===== src/rtl/common_pkg.sv =====
// Shared defaults and helpers for the T-switch blocks.
// Latency: n/a (declarations only).
// Backpressure: n/a.
package common_pkg;

  localparam int DEFAULT_A_W        = 8;
  localparam int DEFAULT_D_W        = 16;
  localparam int DEFAULT_VC_W       = 2;
  localparam int DEFAULT_STARVE_MAX = 15;

  // Index width that stays at least 1 bit, so W=1 selectors and
  // pointers remain legal (constant-0) vectors.
  function automatic int idx_w(input int n);
    return (n > 1) ? $clog2(n) : 1;
  endfunction

endpackage


===== src/rtl/t_switch_out_sched_rr_pick.sv =====
// Rotating first-set picker: first request at or above i_ptr, with wrap.
// Latency: purely combinational.
// Backpressure: none; o_any=0 when no request is set.
// Ports: i_req request vector, i_ptr start index,
//        o_gnt one-hot grant, o_idx grant index, o_any any request.
module rr_pick
  import common_pkg::*;
#(
  parameter int W = 2
) (
  input  logic [W-1:0]           i_req,
  input  logic [idx_w(W)-1:0]    i_ptr,
  output logic [W-1:0]           o_gnt,
  output logic [idx_w(W)-1:0]    o_idx,
  output logic                   o_any
);

  localparam int PW = idx_w(W);

  always_comb begin
    int j;
    j     = 0;
    o_gnt = '0;
    o_idx = '0;
    o_any = 1'b0;
    for (int i = 0; i < W; i++) begin
      j = int'(i_ptr) + i;
      if (j >= W) j = j - W;
      if (!o_any && i_req[j]) begin
        o_any    = 1'b1;
        o_gnt[j] = 1'b1;
        o_idx    = PW'(j);
      end
    end
  end

endmodule


===== src/rtl/t_switch_out_sched.sv =====
// Per-output scheduler: picks one (input, VC) flit per cycle honouring per-VC credit.
// Latency: zero-cycle datapath; pointers/wait counters update on clk for next cycle.
// Backpressure: i_b low only for the accepted flit; no grant on a VC with o_b=1.
// Ports: i_v/i_d per (input,VC) flits, i_b per (input,VC) backpressure,
//        o_v one-hot VC sent, o_d sent flit, o_b per-VC no-credit.
module t_switch_out_sched
  import common_pkg::*;
#(
  parameter int NUM_IN      = 2,
  parameter int A_W         = DEFAULT_A_W,
  parameter int D_W         = DEFAULT_D_W,
  parameter int VC_W        = DEFAULT_VC_W,
  parameter int FAIR_VC_ARB = 0,
  parameter int STARVE_MAX  = DEFAULT_STARVE_MAX
) (
  input  logic                                   clk,
  input  logic                                   rst,
  input  logic [NUM_IN-1:0][VC_W-1:0]            i_v,
  input  logic [NUM_IN-1:0][VC_W-1:0][A_W+D_W:0] i_d,
  output logic [NUM_IN-1:0][VC_W-1:0]            i_b,
  output logic [VC_W-1:0]                        o_v,
  output logic [A_W+D_W:0]                       o_d,
  input  logic [VC_W-1:0]                        o_b
);

  localparam int VPW = idx_w(VC_W);
  localparam int IPW = idx_w(NUM_IN);
  localparam int CW  = $clog2(STARVE_MAX + 1);

  logic [VPW-1:0]                r_vc_ptr;
  logic [VC_W-1:0][IPW-1:0]      r_in_ptr;
  logic [VC_W-1:0][CW-1:0]       r_wait;

  logic [VC_W-1:0][NUM_IN-1:0]   w_col;
  logic [VC_W-1:0][NUM_IN-1:0]   w_in_gnt;
  logic [VC_W-1:0][IPW-1:0]      w_in_idx;
  logic [VC_W-1:0]               w_in_any;
  logic [VC_W-1:0]               w_elig;
  logic [VC_W-1:0]               w_starve;
  logic [VC_W-1:0]               w_vc_req;
  logic [VPW-1:0]                w_vc_start;
  logic [VC_W-1:0]               w_vc_gnt;
  logic [VPW-1:0]                w_vc_idx;
  logic                          w_vc_any;
  logic                          w_grant;

  // Regroup requests by VC so each VC gets its own input picker.
  always_comb begin
    w_col = '0;
    for (int v = 0; v < VC_W; v++)
      for (int n = 0; n < NUM_IN; n++)
        w_col[v][n] = i_v[n][v];
  end

  for (genvar gv = 0; gv < VC_W; gv++) begin : g_in_pick
    rr_pick #(.W(NUM_IN)) u_in_pick (
      .i_req (w_col[gv]),
      .i_ptr (r_in_ptr[gv]),
      .o_gnt (w_in_gnt[gv]),
      .o_idx (w_in_idx[gv]),
      .o_any (w_in_any[gv])
    );
  end

  assign w_elig = ~o_b & w_in_any;

  always_comb begin
    w_starve = '0;
    for (int v = 0; v < VC_W; v++)
      w_starve[v] = w_elig[v] && (r_wait[v] == CW'(STARVE_MAX));
  end

  // Static mode reuses the rotating picker with start index 0, which makes
  // it a lowest-index-first encoder; starving VCs pre-empt the normal set.
  assign w_vc_req   = (FAIR_VC_ARB != 0) ? w_elig :
                      ((|w_starve) ? w_starve : w_elig);
  assign w_vc_start = (FAIR_VC_ARB != 0) ? r_vc_ptr : '0;

  rr_pick #(.W(VC_W)) u_vc_pick (
    .i_req (w_vc_req),
    .i_ptr (w_vc_start),
    .o_gnt (w_vc_gnt),
    .o_idx (w_vc_idx),
    .o_any (w_vc_any)
  );

  // Reset blanks the outputs combinationally, independent of the clock.
  assign w_grant = w_vc_any & ~rst;

  always_comb begin
    o_v = '0;
    o_d = '0;
    i_b = '1;
    if (w_grant) begin
      o_v = w_vc_gnt;
      o_d = i_d[w_in_idx[w_vc_idx]][w_vc_idx];
      for (int v = 0; v < VC_W; v++)
        for (int n = 0; n < NUM_IN; n++)
          if (w_vc_gnt[v] && w_in_gnt[v][n]) i_b[n][v] = 1'b0;
    end
  end

  always_ff @(posedge clk or posedge rst) begin
    if (rst) begin
      r_vc_ptr <= '0;
      r_in_ptr <= '0;
      r_wait   <= '0;
    end else begin
      if (w_grant) begin
        if (FAIR_VC_ARB != 0)
          r_vc_ptr <= (int'(w_vc_idx) == VC_W - 1) ? '0 : w_vc_idx + VPW'(1);
        r_in_ptr[w_vc_idx] <= (int'(w_in_idx[w_vc_idx]) == NUM_IN - 1) ? '0 :
                              w_in_idx[w_vc_idx] + IPW'(1);
      end
      for (int v = 0; v < VC_W; v++) begin
        if ((FAIR_VC_ARB != 0) || !w_elig[v] || (w_grant && w_vc_gnt[v]))
          r_wait[v] <= '0;
        else if (r_wait[v] != CW'(STARVE_MAX))
          r_wait[v] <= r_wait[v] + CW'(1);
      end
    end
  end

endmodule


===== config.mk =====
export PLATFORM = sky130hd
export DESIGN_NAME = t_switch_out_sched
export DESIGN_NICKNAME = d
export VERILOG_FILES = /design/src/rtl/common_pkg.sv /design/src/rtl/t_switch_out_sched_rr_pick.sv /design/src/rtl/t_switch_out_sched.sv
export SDC_FILE = /design/constraint.sdc
export NUM_CORES = 1
export LEC_CHECK = 0
export CAP_MARGIN = 20
export CELL_PAD_IN_SITES_DETAIL_PLACEMENT = 1
export CELL_PAD_IN_SITES_GLOBAL_PLACEMENT = 2
export CORE_MARGIN = 10
export CORE_UTILIZATION = 16
export DETAILED_ROUTE_END_ITERATION = 12
export GPL_ROUTABILITY_DRIVEN = 1
export GPL_TIMING_DRIVEN = 0
export HOLD_SLACK_MARGIN = 0.1
export PLACE_DENSITY = 0.95
export SLEW_MARGIN = 30
export SYNTH_ARGS = -nofsm -noshare
export SYNTH_HDL_FRONTEND = slang
export SYNTH_SLANG_ARGS = --single-unit

===== constraint.sdc =====
create_clock -name clk -period 4.15 [get_ports clk]
set_input_delay 0.83 -clock clk [delete_from_list [all_inputs] [get_ports clk]]
set_output_delay 0.83 -clock clk [all_outputs]
set_load 0.02 [all_outputs]

* Word level (Yosys, flattened, before mapping)
Index checks and enable logic that the tools add are counted.
** Cells by class
- Bitwise gates (word level) :: 6
- Magnitude comparators :: 15
- Mux-type cells :: 63
- Add/sub/neg operators :: 9
- Reductions and logical operators :: 26
- Equality and inequality tests :: 4
** Operator list (count)
- greater-or-equal comparator 32 x 1 -> 1 bit (second input constant) :: 4
- < comparator 32 x 3 -> 1 bit (second input constant) :: 4
- 2-to-1 mux 32 bit :: 4
- 2-to-1 mux 50 bit :: 2
- 2-to-1 mux 25 bit :: 3
- greater-or-equal comparator 32 x 3 -> 1 bit (second input constant) :: 2
- subtractor 32 x 3 -> 32 bit (second input constant) :: 2
- 2-to-1 mux 1 bit :: 36
- 2-to-1 mux 4 bit :: 5
- logical AND 1 bit :: 16
- 2-to-1 mux 2 bit :: 7
- adder 4 x 1 -> 4 bit (second input constant) :: 2
- == test 4 bit (second input constant) :: 2
- != test 4 bit (second input constant) :: 2
- subtractor 1 x 2 -> 3 bit (second input constant) :: 2
- demux 1 bit (select 1 bit) :: 5
- zero test 1 bit :: 5
- adder 1 x 1 -> 2 bit (second input constant) :: 2
- greater-or-equal comparator 1 x 2 -> 1 bit (second input constant) :: 2
- < comparator 1 x 2 -> 1 bit (second input constant) :: 2
- OR 2 bit :: 2
- nonzero test 2 bit :: 2
- AND 2 bit :: 1
- bitwise mux 2 bit :: 1
- other kinds (7) :: 8
** Storage, ports and cells
- Output and inout bits :: 31
- Word-level logic and storage cells :: 127
- Bits of input ports :: 108
- Bits in registers :: 10

* Logic depth before layout (Yosys ltp)
- Depth in word-level cells :: 24
- Depth in mapped cells :: 9
- Depth with buffers taken out :: 6

* Cells and area by module
From an unflattened synthesis, not the netlist that was laid out.
** Unflattened totals
- Cells, all modules :: 222
- Area, all modules :: 1676.6 um^2
** By module, submodules not included
- t_switch_out_sched :: area each 1579.0 um^2, times used 1, cells an instance 207, sequential area each 250.2 um^2
- rr_pick :: area each 32.5 um^2, times used 3, cells an instance 5, sequential area each 0.0 um^2

* Worst setup path after synthesis
No wires, ideal clock.
- Path kind :: in2out
- Start point :: input i_v[2] in the netlist's numbering
- End point :: output i_b[1] in the netlist's numbering
- Buffers on the path :: 2
- Stages on the path :: 7
- Data required time :: 3.320 ns
- Slack :: 1.090 ns
- Arrival :: 2.230 ns
- Path through :: o21ba_2 o21a_1 nand2b_1 buf_2 buf_2 nor2_1 nand3_1
** RTL lines
- start: declaration :: line t_switch_out_sched.sv:18 : input logic [NUM_IN-1:0][VC_W-1:0] i_v,
- end: declaration :: line t_switch_out_sched.sv:20 : output logic [NUM_IN-1:0][VC_W-1:0] i_b,

==> results.txt <==
max-cap violations - 0
Min Hold Slack - 0.551 ns
sequential power share - 0.177
Worst-Margin Slew - 0.534 ns
clk buf depth - 2
Syn Inst Count - 272
clock skew - 0.00438 ns
RSZ-0062 raised after global routing - no
port bufs - 137
list of most frequent post-synthesis cells - nor2_1 (62), o21ai_0 (53), o22ai_1 (50)
register bit total from synthesis - 10
Clk Latency, worst-skew pair - 0.24 ns
largest net degree at the start of global routing - 20
Clk pwr share - 0.165
Hold WC Path Type - register to register
area grow syn2layout - 97.8%
Syn Std Cell Area - 1740 µm²
diode count - 0
Final Util - 0.329
initial antenna violation count - 0
total power draw - 636 µW
Clock transition at path regs - 0.05 ns
slew margin rel. - 0.644
Tcrit/Tclk final - 0.952
crit path DAT - 3.12 ns
Slew Viols, Final - 0
grt ovf - 0
asr flop ratio synth - 1.00
Rows - 37
# IOs - 139
Core Area - 10500 µm²
vias per inst - 5.01
Psw - 254 µW
clock sinks - 10
residual DRC count - 0
Final setup viols - 0
final wirelength - 11.0 mm
layout cell share with drive strength beyond 1 - 0.0993
combinational fraction of design power - 0.658
Syn Area/Cell - 6.39 µm²
first-pass GRT wire length - 17.0 mm
Mapped Nets - 382
Vias - 2750
DR pass1 iterations - 4
# H-tree levels - 1
Synth cell types - 31
leakage - 0.00163 µW
clock period minus worst slack - 3.95 ns
post-synth top area share - 0.180
CTS tree - yes
count leader, synth - nor2_1
post-route ant nets - 0
CTS Buf Count - 3
Synth Flop Type - dfrtp_1
register area share after synthesis - 0.144
Synth area leader - o22ai_1
die area - 15400 µm²
Root Buffer - clkbuf_8
Nets - 525
die height - 124 µm
peak supply drop - 0.137 mV
synth top area cells - o22ai_1 (18%), o21ai_0 (15%), dfrtp_1 (14%)
max frequency - 253 MHz
power density over cell area - 185 nW/µm²
final hold vios - 0
Worst setup EP type - output pin
P_int - 382 µW
wire per inst - 20.0 µm
Starting Density - 0.166
yosys warns - 0
CP Max Fanout - 10
EDFF count, synth - 0
vias in the first global route - 2964
Switching Share - 0.399
1st-iter DRT viols - 117
post-route setup slack - 0.201 ns
outcome - finished clean
pre-CTS WS - -0.253 ns
Critical Path RT - 3.32 ns
Setup crit start kind - input port
crit path kind - input port to output pin
Chip Width - 124 µm
Total GRT Usage - 0.131
hpwl dp - 8.76 mm
gpl congestion - 0.819
cells by family after synthesis:
group | after synthesis | share of synthesized area
AND/OR/NAND/NOR | 86 | 0.210
buffers and inverters | 31 | 0.0993
AO/OA/AOI/OAI | 139 | 0.510
XOR/XNOR | 2 | 0.0101
multiplexers | 2 | 0.0115
flip-flops | 10 | 0.144
adder cells (fa/ha/maj) | 2 | 0.0144
worst paths after layout:
kind | from | endpoint | slack [ns] | cells after the start
worst max register to register | r_wait[0] | r_in_ptr[1] | 1.99 | 9
worst min register to register | r_in_ptr[0] | r_in_ptr[0] | 0.55 | 1
max in group asynchronous | rst | r_in_ptr[0] | 2.81 | 3
worst min-delay path | r_in_ptr[0] | r_in_ptr[0] | 0.55 | 1
worst max-delay path | i_v[3] | i_b[2] | 0.20 | 9
min in group asynchronous | rst | r_wait[3] | 0.98 | 3
sequential cells by signal, summed over array words and instances (netlist names):
| name | flops |
|---|---|
| r_in_ptr | 2 |
| r_wait | 8 |
critical path: stages:
cell,delay (ns)
clkdlybuf4s50_1,0.56
o21bai_1,0.14
nor3_2,0.26
nand2b_1,0.17
buf_4,0.16
clkbuf_4,0.23
nor2_1,0.09
nand2_1,0.08
clkdlybuf4s50_1,0.61
cell usage in the layout (no fill, tap or decap), types with 2 or more instances in the layout:
| cell type | synthesis | layout |
|---|---|---|
| clkbuf_2 | 0 | 13 |
| o21a_1 | 3 | 3 |
| o21ai_0 | 53 | 53 |
| buf_4 | 3 | 4 |
| buf_2 | 6 | 2 |
| ha_1 | 2 | 2 |
| mux2i_1 | 2 | 2 |
| dlymetal6s2s_1 | 0 | 25 |
| nor2_1 | 62 | 62 |
| nor3b_1 | 2 | 2 |
| nand2b_1 | 2 | 2 |
| clkbuf_4 | 0 | 4 |
| nand3_1 | 4 | 4 |
| buf_6 | 5 | 5 |
| clkbuf_8 | 0 | 3 |
| dfrtp_1 | 10 | 10 |
| xnor2_1 | 2 | 2 |
| a22o_1 | 21 | 21 |
| nor3_1 | 6 | 5 |
| o22ai_1 | 50 | 50 |
| nand2_1 | 5 | 5 |
| inv_1 | 2 | 2 |
| a22o_2 | 4 | 4 |
| clkdlybuf4s50_1 | 0 | 112 |
| a31oi_1 | 3 | 3 |
through the flow:
step	instance area [µm²]	instances	setup TNS, ns
final	3440	549	0
after global routing	3440	549	0
after CTS	3350	549	0
after detailed placement	3280	545	-4.87
after global placement	3280	545	-3.19
after floorplan	1740	272	0
final cells by class:
class                           instances  area [µm²]
Fill cell                            1304        7030
Timing Repair Buffer                  138        1440
Multi-Input combinational cell        231        1340
Sequential cell                        10         250
Buffer                                 28         188
Tap cell                              136         170
Clock buffer                            3        41.3
Inverter                                3        11.3
what timing repair did:
action	CTS	global route
resized for setup	12	35
pin swaps	1	1
buffers inserted	1	0
endpoints found under the setup margin	25	27
hold buffers	0	0
power by group through the flow:
stage | registers [µW] | logic [µW] | clock network (µW)
5_1_grt | 114 | 453 | 112
3_5_place_dp | 113 | 420 | 0
4_1_cts | 111 | 425 | 108
3_3_place_gp | 112 | 412 | 0
6_report | 113 | 419 | 105
2_1_floorplan | 111 | 201 | 0
routing by layer:
metal  part of all wire  vias to the layer above  track usage
li1                   -                     1314            -
met5                  0                        -            0
met2               0.50                       83        0.235
met1               0.45                     1343        0.160
met3              0.037                       10       0.0212
met4              0.012                        0       0.0259
No activity file was read; power rests on OpenSTA's default activity.
